`src/rtl/anti_theft_ctrl.sv`:
```
// Vehicle anti-theft controller: arm/entry/alarm FSM with a seconds timer,
// reprogrammable delays, siren/status indicators and a covert fuel-pump enable.
module anti_theft_ctrl #(
    parameter int NUM_DOORS = 2,
    parameter int TW        = 4,
    parameter int TICK_DIV  = 100_000_000,
    parameter int T_ARM_DEF = 6,
    parameter int T_DRV_DEF = 8,
    parameter int T_PAS_DEF = 15,
    parameter int T_ALM_DEF = 10
) (
    input  logic                 clock,
    input  logic                 reset,
    input  logic                 ignition,
    input  logic                 brake,
    input  logic                 hidden_sw,
    input  logic [NUM_DOORS-1:0] door,
    input  logic                 reprogram,
    input  logic [1:0]           param_sel,
    input  logic [TW-1:0]        param_value,
    output logic                 fuel_pump,
    output logic                 status,
    output logic                 siren,
    output logic [2:0]           state,
    output logic [TW-1:0]        timer_count,
    output logic [7:0]           alarm_events
);

    typedef enum logic [2:0] {
        ARMED       = 3'd0,
        ENTRY_DELAY = 3'd1,
        ALARM       = 3'd2,
        DISARMED    = 3'd3,
        WAIT_CLOSE  = 3'd4,
        ARM_DELAY   = 3'd5
    } state_t;

    localparam int            PW        = $clog2(TICK_DIV);
    localparam logic [PW-1:0] TICK_LAST = PW'(TICK_DIV - 1);
    localparam logic [PW-1:0] HALF_LAST = PW'(TICK_DIV / 2 - 1);
    localparam logic [1:0]    P_ARM = 2'd0, P_DRV = 2'd1, P_PAS = 2'd2, P_ALM = 2'd3;

    state_t          state_q, state_d;
    logic [TW-1:0]   timer_q, timer_d;
    logic [PW-1:0]   tpre_q, tpre_d;
    logic [PW-1:0]   spre_q, spre_d;
    logic [PW-1:0]   hpre_q, hpre_d;
    logic [TW-1:0]   param_q [4];
    logic [TW-1:0]   param_d [4];
    logic            reprog_q;
    logic            en_q, en_d;
    logic            fuel_q, fuel_d;
    logic            status_q, status_d;
    logic            siren_q, siren_d;
    logic [7:0]      events_q, events_d;

    logic tick, expired, rep_edge, any_door;

    assign tick     = (timer_q != '0) && (tpre_q == TICK_LAST);
    assign expired  = tick && (timer_q == TW'(1));
    assign rep_edge = reprogram && !reprog_q;
    assign any_door = |door;

    // NOTE: every signal gets a default before any branch so no latch is inferred.
    always_comb begin
        state_d = state_q;
        param_d = param_q;
        timer_d = timer_q;
        tpre_d  = '0;
        if (timer_q != '0) begin
            if (tick) timer_d = timer_q - 1'b1;
            else      tpre_d  = tpre_q + 1'b1;
        end
        if (rep_edge) begin
            if (param_value != '0) param_d[param_sel] = param_value;
            state_d = ARMED;
            timer_d = '0;
            tpre_d  = '0;
        end else begin
            case (state_q)
                ARMED: begin
                    if (ignition) begin
                        state_d = DISARMED;
                    end else if (any_door) begin
                        state_d = ENTRY_DELAY;
                        timer_d = door[0] ? param_q[P_DRV] : param_q[P_PAS];
                        tpre_d  = '0;
                    end
                end
                ENTRY_DELAY: begin
                    if (ignition) begin
                        state_d = DISARMED;
                        timer_d = '0;
                        tpre_d  = '0;
                    end else if (expired) begin
                        state_d = ALARM;
                        timer_d = param_q[P_ALM];
                        tpre_d  = '0;
                    end
                end
                ALARM: begin
                    if (ignition) begin
                        state_d = DISARMED;
                        timer_d = '0;
                        tpre_d  = '0;
                    end else if (any_door) begin
                        timer_d = param_q[P_ALM];
                        tpre_d  = '0;
                    end else if (expired) begin
                        state_d = ARMED;
                    end
                end
                DISARMED: begin
                    if (!ignition && door[0]) state_d = WAIT_CLOSE;
                end
                WAIT_CLOSE: begin
                    if (ignition) begin
                        state_d = DISARMED;
                    end else if (!any_door) begin
                        state_d = ARM_DELAY;
                        timer_d = param_q[P_ARM];
                        tpre_d  = '0;
                    end
                end
                ARM_DELAY: begin
                    if (ignition || any_door) begin
                        state_d = ignition ? DISARMED : WAIT_CLOSE;
                        timer_d = '0;
                        tpre_d  = '0;
                    end else if (expired) begin
                        state_d = ARMED;
                    end
                end
                default: state_d = ARMED;
            endcase
        end
    end

    // Indicators follow the next state so they change on the same edge as the FSM.
    always_comb begin
        status_d = 1'b0;
        spre_d   = '0;
        siren_d  = 1'b0;
        hpre_d   = '0;
        events_d = events_q;
        case (state_d)
            ARMED: begin
                if (state_q == ARMED) begin
                    if (spre_q == TICK_LAST) begin
                        status_d = ~status_q;
                    end else begin
                        status_d = status_q;
                        spre_d   = spre_q + 1'b1;
                    end
                end
            end
            ENTRY_DELAY, ALARM: status_d = 1'b1;
            default: status_d = 1'b0;
        endcase
        if (state_d == ALARM) begin
            if (state_q != ALARM) begin
                siren_d = 1'b1;
                if (events_q != 8'hFF) events_d = events_q + 1'b1;
            end else if (hpre_q == HALF_LAST) begin
                siren_d = ~siren_q;
            end else begin
                siren_d = siren_q;
                hpre_d  = hpre_q + 1'b1;
            end
        end
        en_d   = ignition && (en_q || (brake && hidden_sw));
        fuel_d = en_d;
    end

    always_ff @(posedge clock or negedge reset) begin
        if (!reset) begin
            state_q    <= ARMED;
            timer_q    <= '0;
            tpre_q     <= '0;
            spre_q     <= '0;
            hpre_q     <= '0;
            // NOTE: the parameter array is a handful of flops, not RAM, so it takes reset defaults.
            param_q[0] <= TW'(T_ARM_DEF);
            param_q[1] <= TW'(T_DRV_DEF);
            param_q[2] <= TW'(T_PAS_DEF);
            param_q[3] <= TW'(T_ALM_DEF);
            reprog_q   <= 1'b0;
            en_q       <= 1'b0;
            fuel_q     <= 1'b0;
            status_q   <= 1'b0;
            siren_q    <= 1'b0;
            events_q   <= '0;
        end else begin
            state_q  <= state_d;
            timer_q  <= timer_d;
            tpre_q   <= tpre_d;
            spre_q   <= spre_d;
            hpre_q   <= hpre_d;
            param_q  <= param_d;
            reprog_q <= reprogram;
            en_q     <= en_d;
            fuel_q   <= fuel_d;
            status_q <= status_d;
            siren_q  <= siren_d;
            events_q <= events_d;
        end
    end

    assign state        = state_q;
    assign timer_count  = timer_q;
    assign alarm_events = events_q;
    assign fuel_pump    = fuel_q;
    assign status       = status_q;
    assign siren        = siren_q;

endmodule

```
`config.mk`:
```
export PLATFORM = sky130hd
export DESIGN_NAME = anti_theft_ctrl
export DESIGN_NICKNAME = d
export VERILOG_FILES = /design/src/rtl/anti_theft_ctrl.sv
export SDC_FILE = /design/constraint.sdc
export NUM_CORES = 1
export LEC_CHECK = 0
export ABC_CLOCK_PERIOD_IN_PS = 3300
export BUFFER_PORTS_ARGS = -buffer_cell sky130_fd_sc_hd__buf_4
export CORE_UTILIZATION = 60
export DETAILED_ROUTE_END_ITERATION = 12
export GPL_ROUTABILITY_DRIVEN = 0
export HOLD_SLACK_MARGIN = 0.1
export PLACE_DENSITY = 0.87
export SLEW_MARGIN = 20
export SYNTH_ARGS = -nofsm -noshare
export SYNTH_HDL_FRONTEND = slang
export SYNTH_SLANG_ARGS = --single-unit
```
`constraint.sdc`:
```
create_clock -name clock -period 3.3 [get_ports clock]
set_clock_uncertainty 0.15 [all_clocks]
set_input_delay 0.165 -clock clock [delete_from_list [all_inputs] [get_ports clock]]
set_output_delay 0.165 -clock clock [all_outputs]
set_load 0.05 [all_outputs]
```
==> results.toml <==
[drt]
wire_per_inst_um = 17.2
drc = 0
num_vias = 4961
drt_iter0_drc = 324
wirelength_um = 14100
drt_pre_antenna_iters = 7
via_per_inst = 6.04
ant_nets = 0

[cts]
cts_tree = "built"
worstSkewPairLatency_ns = 0.53
htree_levels = 4
clk_path_buf_depth = 2
post_cts_buffers = 0
cts_buffers = 17
root_buffer = "clkbuf_8"
clk_pin_slew_ns = 0.06
clock_sinks = 116

[hold_path]
hp-start = "door[0]"
min_path_type = "input port to flop"
whs_path_depth = 4
hold-path-endpoint = "timer_count[1]"

[setup_path]
startpoint_type = "flop"
worstReg2RegStart = "timer_count[0]"
worstPathMaxFanout = 26
ff2ff_path_depth = 8
cp.required_ns = 3.59
cp_cell_sequence = "inv_1 -> ha_1 -> or3b_1 -> o221ai_1 -> o21a_1 -> nand2_1 -> or4_4 -> nor2_1"
slowest_stage = "or4_4"
endpoint_kind = "flop"
worstSetupPathType = "flop to flop"
r2r-end = "hpre_q[4]"
crit_path_max_incr_delay_ns = 0.79
crit_arrival_ns = 3.34
rrSetupSlack_ns = 0.25

[logic_synthesis]
synthXorXnorAreaFrac = 0.117
synth-edff-count = 0
post_synth_fa_ha_maj_area_fraction = 0.0119
synthesis.area_um2 = 6300
avgSynthCellArea_um2 = 10.2
ys_seq_elements = 116
synth_compound_area_frac = 0.0631
synthSimpleGateAreaFrac = 0.275
syn_nets = 641
yosysWarnings = 0
yosys_most_used_dff = "dfrtp_1"
ys_seq_area_frac = 0.462
synth_top_family_by_area = "simple AND/OR/NAND/NOR gates"
postSynthCellCount = 621
synth.area.mux_share = 0.0407
synth.distinct_cells = 68
synthArstFlopShare = 1.00

[power]
p_clk_frac = 0.465
seqPwrFrac = 0.399
ir_worst_vdd_v = 0.000347
p_sw_uw = 1090
p_int_uw = 2960
combPwrFrac = 0.136
switching_share = 0.269
pwr_density_cell_nw_per_um2 = 548
total_leakage_power_uw = 0.00296

[placed_design]
place_area_um2 = 6610
portBuffers = 31
pre_cts_ws_ns = 0.370
dp_hpwl_um = 8980

[sta]
fin_crit_ns = 3.05
finalSetupViolations = 0
worstMarginPinSlew_ns = 0.983
finalWorstSetupSlack_ns = 0.250
setup_tns_ns = 0
slew_violations = 0
max_slew_margin = 0.345
fin_crit_sh = 0.924
hold_violations = 0
rsz0062_at_grt = "no"
fmax_mhz = 328

[finish]
nNetsFinal = 693
num-fill-cells = 694
n_antenna_cell = 0
post-route-util = 0.719
syn2layout_area_growth_pct = 17.2
finalInstanceArea_um2 = 7390
final_common_cell = "dfrtp_1"
final_cell_mix = "dfrtp_1 (107), nor2_1 (88), nand2_1 (50)"
drive_gt1_frac = 0.192

[global_route]
grt_overflow = 0
grt_pass1_vias = 5006
grt_first_pass_wirelength_um = 24100
grt_max_degree = 93
antenna_found_initial = 0
track_usage = 0.279

[die]
io_pins = 32
die_w_um = 105
die_h_um = 105
rows = 37
start_util = 0.613
core_area_um2 = 10300
fp.dieArea_um2 = 10900

[run]
cap_viol_max_count = 0

[outcome]
status = "finished, final reports clean"
[worst max-delay path by stage]
stage / from / end / slack (ns) / cells after the start
final: timer_count[0] / hpre_q[4] / 0.25 / 8
after global routing: timer_count[0] / hpre_q[4] / 0.14 / 8
after CTS: timer_count[0] / hpre_q[4] / 0.32 / 8
after detailed placement: timer_count[0] / hpre_q[10] / 0.37 / 8
after global placement: timer_count[0] / hpre_q[5] / 0.46 / 8
after floorplan: timer_count[0] / hpre_q[12] / 0.30 / 11
[layer usage]
metal,vias to the layer above,routed length [µm],track usage
met5,-,0,0
met4,0,319,0.113
met3,45,795,0.0721
met2,183,7220,0.467
met1,2459,5790,0.342
li1,2274,-,-
[cells in the mapped netlist (all sizes together), types with 3 or more instances]
| cell type | number | area [µm²] |
|---|---|---|
| inv | 18 | 67.6 |
| o21ai | 6 | 30.0 |
| o31a | 3 | 27.5 |
| ha | 6 | 75.1 |
| nand4b | 3 | 26.3 |
| a21oi | 8 | 40.0 |
| nand2 | 50 | 188 |
| and2 | 8 | 50.1 |
| mux2 | 21 | 236 |
| or4 | 4 | 35.0 |
| nor3b | 5 | 37.5 |
| dfrtp | 107 | 2680 |
| nor4 | 11 | 83.8 |
| xnor2 | 35 | 307 |
| buf | 14 | 106 |
| and4 | 12 | 108 |
| dfstp | 9 | 236 |
| nand3 | 30 | 150 |
| and3 | 8 | 50.1 |
| a21boi | 3 | 22.5 |
| or2 | 5 | 31.3 |
| nor2 | 109 | 552 |
| o211ai | 3 | 36.3 |
| clkbuf | 5 | 18.8 |
| xor2 | 49 | 429 |
| nor4b | 5 | 58.8 |
| nand4 | 22 | 159 |
| nor2b | 3 | 18.8 |
| o32ai | 3 | 33.8 |
| nand2b | 5 | 31.3 |
| a31oi | 3 | 33.8 |
| o31ai | 3 | 22.5 |
| nor3 | 16 | 80.1 |
[timing repair]
item                                   in CTS  in global routing
gates resized for setup                     0                  0
hold buffers                               17                  0
endpoints found under the hold margin     105                  0
[sequential cells by signal, summed over array words and instances (netlist names)]
signal	count
hpre_q	27
param_q	16
state	3
timer_count	4
fuel_pump	1
status	1
alarm_events	8
reprog_q	1
siren	1
tpre_q	27
spre_q	27
[power groups by stage]
stage          combinational (µW)  sequential, µW  clock, µW
6_report                      552            1610       1880
5_1_grt                       593            1630       1970
4_1_cts                       546            1610       1890
3_5_place_dp                  516            1630          0
3_3_place_gp                  496            1630          0
2_1_floorplan                 285            1700          0
[per-stage QoR]
stage	std cells	hold WS [ns]	total power (µW)
floorplan	621	-0.281	1980
global placement	773	0.140	2120
detailed placement	773	0.146	2150
CTS	822	0.113	4050
global route	822	0.158	4190
finish	822	0.120	4050
[critical path: cells and delay by family (launching register included)]
family / cells / cell delay (ns)
compound gates: 2 / 0.42
fa+ha+maj: 1 / 0.26
buf+inv: 1 / 0.08
flops: 1 / 0.41
simple gates: 4 / 1.64
[area by class of cell]
type | count | area [µm²] | area share
multi-input combinational | 468 | 3200 | 0.433
sequential | 116 | 2910 | 0.394
timing repair buffer | 52 | 437 | 0.0591
clock buffer | 19 | 422 | 0.0571
clock inverter | 13 | 184 | 0.0249
tap | 136 | 170 | 0.0230
inverter | 18 | 67.6 | 0.00914
[kinds of logic after synthesis]
logic type / after synthesis
AND/OR/NAND/NOR: 305
XOR/XNOR: 84
multiplexers: 23
buffers and inverters: 37
AO/OA/AOI/OAI: 50
flip-flops: 116
adder cells (fa/ha/maj): 6
No activity file was read; power rests on OpenSTA's default activity.
